==> config.mk <==
export PLATFORM = sky130hd
export DESIGN_NAME = add32_seq_ctrl
export DESIGN_NICKNAME = d
export VERILOG_FILES = /design/src/rtl/add32_seq_ctrl.sv
export SDC_FILE = /design/constraint.sdc
export NUM_CORES = 1
export LEC_CHECK = 0
export BUFFER_PORTS_ARGS = -buffer_cell sky130_fd_sc_hd__buf_4
export CORE_AREA = 2 2 114 116
export DETAILED_ROUTE_END_ITERATION = 10
export DIE_AREA = 0 0 116 118
export GPL_TIMING_DRIVEN = 0
export SYNTH_ARGS = -nofsm -noshare
export SYNTH_HDL_FRONTEND = slang
export SYNTH_SLANG_ARGS = --single-unit
==> constraint.sdc <==
create_clock -name clk -period 5.3 [get_ports clk]
set_input_delay 1.06 -clock clk [delete_from_list [all_inputs] [get_ports clk]]
set_output_delay 1.06 -clock clk [all_outputs]
set_load 0.01 [all_outputs]
==> src/rtl/add32_seq_ctrl.sv <==
// 32-bit add/subtract unit that reuses one 8-bit ripple-carry adder across four
// byte slices, LSB first, under a small IDLE/RUN/DONE controller.

module add8_rca (
    input  logic [7:0] a,
    input  logic [7:0] b,
    input  logic       cin,
    output logic [7:0] s,
    output logic       cout
);
    logic [8:0] c;

    // Bit-serial carry chain
    always_comb begin
        c    = '0;
        s    = '0;
        c[0] = cin;
        for (int i = 0; i < 8; i++) begin
            s[i]   = a[i] ^ b[i] ^ c[i];
            c[i+1] = (a[i] & b[i]) | (c[i] & (a[i] ^ b[i]));
        end
    end

    assign cout = c[8];
endmodule

module add32_seq_ctrl (
    input  logic        clk,
    input  logic        rst,
    input  logic        start,
    input  logic        sub,
    input  logic [31:0] A,
    input  logic [31:0] B,
    output logic [31:0] Sum,
    output logic        Cout,
    output logic        Ovf,
    output logic        busy,
    output logic        done
);
    localparam int unsigned WORD_W = 32;
    localparam int unsigned SLICE_W = 8;
    localparam int unsigned IDX_W = 2;

    typedef enum logic [1:0] {IDLE, RUN, DONE} state_t;

    state_t              state, state_nxt;
    logic [IDX_W-1:0]    idx, idx_nxt;
    logic                carry, carry_nxt;
    logic                sub_q, sub_nxt;
    logic [WORD_W-1:0]   opa, opa_nxt;
    logic [WORD_W-1:0]   opb, opb_nxt;
    logic [WORD_W-1:0]   sum_nxt;
    logic                cout_nxt, ovf_nxt, busy_nxt, done_nxt;

    logic [SLICE_W-1:0]  add_a, add_b, add_s;
    logic                add_cin, add_co;

    // LSB slice takes its carry-in from the latched operation; later slices chain.
    assign add_a   = opa[{idx, 3'b000} +: SLICE_W];
    assign add_b   = opb[{idx, 3'b000} +: SLICE_W];
    assign add_cin = (idx == IDX_W'(0)) ? sub_q : carry;

    add8_rca u_add8 (
        .a    (add_a),
        .b    (add_b),
        .cin  (add_cin),
        .s    (add_s),
        .cout (add_co)
    );

    always_ff @(posedge clk or posedge rst) begin
        if (rst) begin
            state <= IDLE;
            idx   <= '0;
            carry <= 1'b0;
            sub_q <= 1'b0;
            opa   <= '0;
            opb   <= '0;
            Sum   <= '0;
            Cout  <= 1'b0;
            Ovf   <= 1'b0;
            busy  <= 1'b0;
            done  <= 1'b0;
        end else begin
            state <= state_nxt;
            idx   <= idx_nxt;
            carry <= carry_nxt;
            sub_q <= sub_nxt;
            opa   <= opa_nxt;
            opb   <= opb_nxt;
            Sum   <= sum_nxt;
            Cout  <= cout_nxt;
            Ovf   <= ovf_nxt;
            busy  <= busy_nxt;
            done  <= done_nxt;
        end
    end

    always_comb begin
        state_nxt = state;
        idx_nxt   = idx;
        carry_nxt = carry;
        sub_nxt   = sub_q;
        opa_nxt   = opa;
        opb_nxt   = opb;
        sum_nxt   = Sum;
        cout_nxt  = Cout;
        ovf_nxt   = Ovf;

        case (state)
            IDLE: begin
                if (start) begin
                    opa_nxt   = A;
                    opb_nxt   = sub ? ~B : B;
                    carry_nxt = sub;
                    sub_nxt   = sub;
                    idx_nxt   = '0;
                    state_nxt = RUN;
                end
            end
            RUN: begin
                sum_nxt[{idx, 3'b000} +: SLICE_W] = add_s;
                carry_nxt = add_co;
                idx_nxt   = idx + IDX_W'(1);
                if (idx == IDX_W'(3)) begin
                    cout_nxt  = add_co;
                    // Overflow uses the inverted B operand and the final sign bit.
                    ovf_nxt   = (opa[WORD_W-1] == opb[WORD_W-1]) &&
                                (add_s[SLICE_W-1] != opa[WORD_W-1]);
                    state_nxt = DONE;
                end
            end
            DONE:    state_nxt = IDLE;
            default: state_nxt = IDLE;
        endcase

        busy_nxt = (state_nxt == RUN);
        done_nxt = (state_nxt == DONE);
    end
endmodule

==> results of run 1 <==
-- cell usage in the layout (no fill, tap or decap), types with 16 or more instances in the layout --
| cell | synthesis | routed |
|---|---|---|
| dfrtp_1 | 106 | 106 |
| o2bb2ai_1 | 16 | 16 |
| buf_4 | 3 | 104 |
| mux4_2 | 16 | 16 |
| a22o_1 | 17 | 17 |
| a21oi_1 | 35 | 35 |
| nor2_1 | 33 | 33 |
| xnor2_1 | 32 | 32 |
| mux2_2 | 33 | 33 |
-- per-stage QoR --
| stage | std cells | hold slack (ps) | TNS, ps | utilization (%) |
|---|---|---|---|---|
| 5_1_grt | 656 | 502.7 | 0 | 49.96 |
| 2_1_floorplan | 366 | 446.0 | 0 | - |
| 4_1_cts | 656 | 491.9 | 0 | 49.93 |
| 3_5_place_dp | 641 | 473.7 | -36.15 | 47.50 |
| 6_report | 656 | 488.6 | 0 | 49.96 |
| 3_3_place_gp | 640 | 464.4 | 0 | 47.26 |
-- critical path, delay by kind of cell (launching register included) --
kind	cells	cell delay (ps)
DFF	1	450
muxes	1	260
adders and majority gates	9	2820
and+or+nand+nor	1	260
AOI/OAI and AO/OA	2	190
buffers and inverters	7	880
-- flip-flops by register name, summed over array words and instances (netlist names) --
register	flops
opa	32
done	1
sub_q	1
opb	32
busy	1
Sum	32
carry	1
Cout	1
idx	2
Ovf	1
state	2
-- layer usage --
| layer | global-route usage [%] | up-vias | share of wire [%] |
|---|---|---|---|
| met2 | 28.91 | 79 | 49 |
| met1 | 23.82 | 1600 | 45 |
| met4 | 6.250 | 0 | 1.7 |
| met3 | 2.523 | 18 | 3.5 |
| met5 | 0 | - | 0 |
| li1 | - | 1525 | - |
-- power groups by stage --
stage	logic [mW]	registers (mW)	clock network, mW
global route	2.26	1.41	0.727
finish	2.06	1.37	0.675
global placement	2.03	1.37	0
CTS	2.09	1.37	0.691
floorplan	1.37	1.36	0
detailed placement	2.07	1.38	0
-- layout make-up --
cell class	count	share of cell area (%)
sequential	106	42.77
multi-input combinational	226	33.49
timing repair buffer	103	12.79
clock buffer	11	4.075
tap	172	3.470
buffer	18	1.614
inverter	15	0.9482
clock inverter	5	0.8473
-- cell families (layout without fill, tap and decap cells) --
group	Yosys count	in the layout	share of synthesized area, %
flip-flops	106	106	54.29
buffers and inverters	34	152	3.201
multiplexers	51	51	15.44
XOR/XNOR	32	32	5.736
AO/OA/AOI/OAI	74	74	10.47
AND/OR/NAND/NOR	55	55	6.043
adder cells (fa/ha/maj)	14	14	4.814
-- worst paths after layout --
path | start | end | slack, ps | cells past startpoint
max in group asynchronous | rst | opb[24] | 3770 | 3
setup reg to reg | idx[0] | Ovf | 380 | 20
hold reg to reg | opa[0] | opa[0] | 490 | 1
setup / recovery | idx[0] | Ovf | 380 | 20
hold / removal | opa[0] | opa[0] | 490 | 1
min in group asynchronous | rst | Sum[11] | 850 | 2
-- what timing repair did --
item,4_1_cts,5_1_grt
endpoints found under the hold margin,0,0
hold buffers,0,0
gates cloned,0,0
resized for setup,0,1
setup endpoints to repair,1,1
==> impl_metrics.csv, run 1 <==
group,metric,value,unit
synth,synth_commonest_cells,"dfrtp_1 (106), a21oi_1 (35), mux2_2 (33), nor2_1 (33), xnor2_1 (32)",
drt,drc,0,
drt,avgRoutedWirePerCell,17.19,um
sta,finalMaxSlewViolations,0,
cells_and_area,drive_above_1_share,40.08,%
grt,track_usage,17.63,%
floorplanning,die_w,116,um
worst_setup_path,cp.required,5570,ps
power_and_ir_drop,switching_power,1.577,mW
sta,max_freq,0.2032,GHz
flow_run,drv_cap,0,
worst_setup_path,worst_setup_path_start_kind,"flop",
cts,cts_post_setup_buffers_inserted,0,
synth,yosys.area.top_type,"dfrtp_1",
power_and_ir_drop,seqPwrFrac,33.3,%
cts,clk_path_buf_depth,2,
cells_and_area,multi_input_area,2077,um2
drt,vias,3222,
cts,cts.reportedPaths.clkPinSlew,70,ps
power_and_ir_drop,p_sw_share,38.44,%
drt,drt_iter0_drc,214,
cells_and_area,nNetsFinal,561,
worst_hold_path,hold_path_class,"flop to flop",
cells_and_area,final_cell_area,6202,um2
synth,yosys_most_used_dff,"dfrtp_1",
placed_design,postPlaceCellArea,5897,um2
power_and_ir_drop,combPwrFrac,50.2,%
outcome,status,"finished, final reports clean",
placed_design,port_buffers,102,
cells_and_area,num-fill-cells,1142,
synth,async_reset_ff_share,100.0,%
power_and_ir_drop,clockPowerShare,16.5,%
power_and_ir_drop,powerDensity,661.6,nW/um2
sta,min_period,4922,ps
worst_setup_path,cpMaxStageDelayCell,"fa_1",
cts,cts_tree,"yes",
worst_setup_path,crit_chain,"buf_4 > buf_6 > inv_1 > ha_1 > mux2_2 > fa_1 > fa_1 > inv_1 > fa_1 > fa_1 > fa_1 > inv_1 > fa_1 > inv_1 > fa_1 > inv_1 > fa_1 > and3b_1 > a21oi_1 > a21oi_1",
synth,syn_nets,448,
floorplanning,die_area,13690,um2
cells_and_area,diodes,0,
grt,antenna_found_initial,0,
sta,timing_worst_slew_pin_value,703.6,ps
sta,setup_violations,0,
grt,grt_pass1_vias,3450,
floorplanning,start_util,39.36,%
cts,cts_buffers,9,
worst_setup_path,slowest_delay,530,ps
power_and_ir_drop,p_leak,2.794,nW
drt,drt_wl_total,11280,um
grt,grt_pass1_wl,18320,um
floorplanning,die_y,118,um
sta,clock_skew,7.252,ps
floorplanning,core_region_area,12410,um2
synth,synth_edf_count,0,
worst_setup_path,cp_max_fo,10,
synth,netlist_top_cells_area,"dfrtp_1 (54%), mux2_2 (7.6%), mux4_2 (7.4%), xnor2_1 (5.7%), a21oi_1 (3.6%)",
synth,synth.avg_cell_area,13.35,um2
floorplanning,row_count,41,
cts,clock-sinks,106,
synth,synth_top_cell_area_share,54.29,%
worst_setup_path,cp-end-kind,"flop",
synth,synth-seq-cells,106,
synth,seq_area_frac_synth,54.29,%
floorplanning,pin_count,104,
sta,finalHoldViolCount,0,
synth,ys_warn_count,0,
sta,rsz0062_at_grt,"false",
sta,relSlewSlack,53.10,%
drt,first_pass_iters,4,
synth,postSynthCellCount,366,
drt,via_per_inst,4.912,
sta,fin_crit_sh,92.86,%
drt,drtAntennaViolNets,0,
power_and_ir_drop,total_power,4.103,mW
cts,cts_max_level,3,
sta,layout_setup_ws,378.4,ps
worst_setup_path,cpMostUsedCell,"fa_1",
grt,globalRouteOverflowTotal,0,
placed_design,gp_congestion,0.7647,
cells_and_area,syn_to_final_growth,26.94,%
grt,grt_start_max_net_pins,57,
placed_design,place_ws,-36.15,ps
synth,yosys.cell_count.top_type,"dfrtp_1",
cts,clk_latency,340,ps
power_and_ir_drop,p_int,2.526,mW
worst_setup_path,cp_data_arrival_time,5190,ps
worst_setup_path,timing_worst_setup_path_type,"flop to flop",
synth,syn_area,4886,um2
placed_design,dp_hpwl,8483,um
synth,ys_types,31,
power_and_ir_drop,peakVddDrop,370.9,uV
cells_and_area,seqCellArea,2653,um2
cts,clockRootBuffer,"clkbuf_16",
(Power assumes the default switching activity.)
==> run 2, diff against run 1 <==
--- a/config.mk
+++ b/config.mk
@@ -10,6 +10,7 @@
 export DETAILED_ROUTE_END_ITERATION = 10
 export DIE_AREA = 0 0 116 118
 export GPL_TIMING_DRIVEN = 0
+export MAX_ROUTING_LAYER = met4
 export SYNTH_ARGS = -nofsm -noshare
 export SYNTH_HDL_FRONTEND = slang
 export SYNTH_SLANG_ARGS = --single-unit
==> run 2 against run 1 <==
Against the previous run:
- via count about the same
- clock power is essentially flat
- hold slack better by 2.2 ps
- final cell count is the same
- non-clock buffer count did not move
- register-to-register slack improved by 20 ps
- count of clock-buffer cells in the layout stayed put
- utilization did not move
- critical path depth stayed put
- design area is the same
- clock skew is essentially flat
- combinational power about the same
- highest routed layer unchanged
==> impl_metrics.csv, run 2 (same netlist as run 1, synthesis figures left out) <==
group,metric,value,unit
grt,antenna_found_initial,0,
worst_hold_path,hold_path_class,"flop to flop",
sta,clock_skew,6.777,ps
grt,track_usage,18.13,%
drt,wl_met1,5063,um
worst_setup_path,reg2reg_slack,400,ps
worst_setup_path,r2r-start,"idx[0]",
cts,cts_tree,"yes",
floorplanning,core_region_area,12410,um2
floorplanning,die_y,118,um
cells_and_area,syn_to_final_growth,26.94,%
drt,vias,3225,
worst_setup_path,worst_setup_path_start_kind,"flop",
sta,fin_hold_ws,490.9,ps
worst_setup_path,crit_chain,"buf_4 > buf_6 > inv_1 > ha_1 > mux2_2 > fa_1 > fa_1 > inv_1 > fa_1 > fa_1 > fa_1 > inv_1 > fa_1 > inv_1 > fa_1 > inv_1 > fa_1 > and3b_1 > a21oi_1 > a21oi_1",
worst_setup_path,cp.required,5570,ps
cts,clk_path_buf_depth,2,
power_and_ir_drop,powerDensity,660.4,nW/um2
flow_run,drv_cap,0,
power_and_ir_drop,total_power,4.096,mW
cts,clock-sinks,106,
drt,highest_layer,"met4",
worst_setup_path,cp_max_fo,10,
cts,cts_max_level,3,
placed_design,gp_congestion,0.7749,
sta,rsz0062_at_grt,"false",
worst_setup_path,critical-path-top-delay-family,"adder cells",
cts,clockRootBuffer,"clkbuf_16",
cells_and_area,seqCellArea,2653,um2
floorplanning,die_w,116,um
drt,first_pass_iters,4,
drt,avgRoutedWirePerCell,17.20,um
power_and_ir_drop,peakVddDrop,357.4,uV
drt,wl_met3,474,um
floorplanning,die_area,13690,um2
worst_setup_path,reg2regPathDepth,20,
grt,grt_pass1_vias,3445,
floorplanning,row_count,41,
worst_setup_path,cp-end-kind,"flop",
sta,timing_worst_slew_pin_value,702.3,ps
worst_setup_path,slowest_delay,530,ps
cells_and_area,diodes,0,
worst_setup_path,timing_worst_setup_path_type,"flop to flop",
placed_design,postPlaceCellArea,5897,um2
cells_and_area,nNetsFinal,561,
cells_and_area,reg.largest.list,"Sum (32), opa (32), opb (32)",
grt,grt_start_max_net_pins,57,
drt,drt_wl_total,11290,um
sta,max_freq,0.2041,GHz
floorplanning,start_util,39.36,%
placed_design,place_ws,-36.15,ps
sta,finalHoldViolCount,0,
power_and_ir_drop,p_leak,2.794,nW
worst_setup_path,cp_num_cells,20,
sta,min_period,4901,ps
drt,drt_iter0_drc,214,
grt,grt_pass1_wl,18320,um
grt,globalRouteOverflowTotal,0,
worst_setup_path,r2r-end,"Ovf",
cells_and_area,final_cell_mix,"dfrtp_1 (106), buf_4 (104), a21oi_1 (35)",
placed_design,port_buffers,102,
drt,met2_length,5551,um
sta,finalMaxSlewViolations,0,
cells_and_area,layout_commonest_cell,"dfrtp_1",
worst_setup_path,path_buf_inv,7,
worst_setup_path,cpMaxStageDelayCell,"fa_1",
worst_setup_path,crit_path_start,"idx[0]",
cts,clk_latency,340,ps
floorplanning,pin_count,104,
drt,drtAntennaViolNets,0,
outcome,status,"finished, final reports clean",
cells_and_area,multi_input_area,2077,um2
sta,relSlewSlack,53.18,%
sta,setup_violations,0,
sta,fin_crit_sh,92.46,%
cts,cts.reportedPaths.clkPinSlew,70,ps
cells_and_area,fin_util,49.96,%
cts,cts_post_setup_buffers_inserted,0,
worst_setup_path,worstSetupEndpoint,"Ovf",
sta,setup_tns,0,ps
sta,layout_setup_ws,399.4,ps
drt,drc,0,
placed_design,dpl.cell_count,641,
worst_setup_path,cpMostUsedCell,"fa_1",
drt,via_per_inst,4.916,
worst_setup_path,cp_data_arrival_time,5170,ps
placed_design,dp_hpwl,8483,um
cts,cts_buffers,9,
cells_and_area,drive_above_1_share,40.08,%
cells_and_area,finalNonFillerCells,656,
cells_and_area,final_cell_area,6202,um2
cells_and_area,num-fill-cells,1142,
[run 2: cell counts in the layout (fill, tap and decap cells not counted)]
No cell type changed its count.
[run 2: worst min-delay path, delay by kind of cell, from the launching register on]
kind	cells	cell delay (ps)
AND/OR/NAND/NOR	1	50
flip-flops	1	340
AO/OA/AOI/OAI	1	60
[run 2: per-layer routing]
metal,vias up,global-route usage [%]
li1,1529,-
met1,1584,23.82
met2,94,28.95
met3,18,2.472
met4,0,6.250
met5,-,-
[run 2: repair_timing]
| action | 4_1_cts | 5_1_grt |
|---|---|---|
| endpoints found under the setup margin | 1 | 1 |
| gates resized for setup | 0 | 1 |
| gates cloned | 0 | 0 |
| hold buffers | 0 | 0 |
[run 2: worst min-delay path by stage]
stage | start | endpoint | slack (ps) | cells past startpoint
final | carry | carry | 490 | 2
after global routing | sub_q | sub_q | 500 | 1
after CTS | sub_q | sub_q | 490 | 1
after detailed placement | sub_q | sub_q | 470 | 1
after global placement | opa[0] | opa[0] | 460 | 1
after floorplan | carry | carry | 450 | 2
[run 2: area by class of cell]
type                       instances  area share, %
timing repair buffer             103          12.79
multi-input combinational        226          33.49
clock buffer                      11          4.075
tap                              172          3.470
sequential                       106          42.77
clock inverter                     5         0.8473
buffer                            18          1.614
inverter                          15         0.9482
[run 2: where the power goes]
part	switching, mW	leakage (nW)	internal, mW	total (mW)
Combinational	1.08	1.36	0.969	2.05
Clock	0.287	0.151	0.390	0.676
Sequential	0.203	1.29	1.17	1.37
Total	1.57	2.79	2.52	4.10
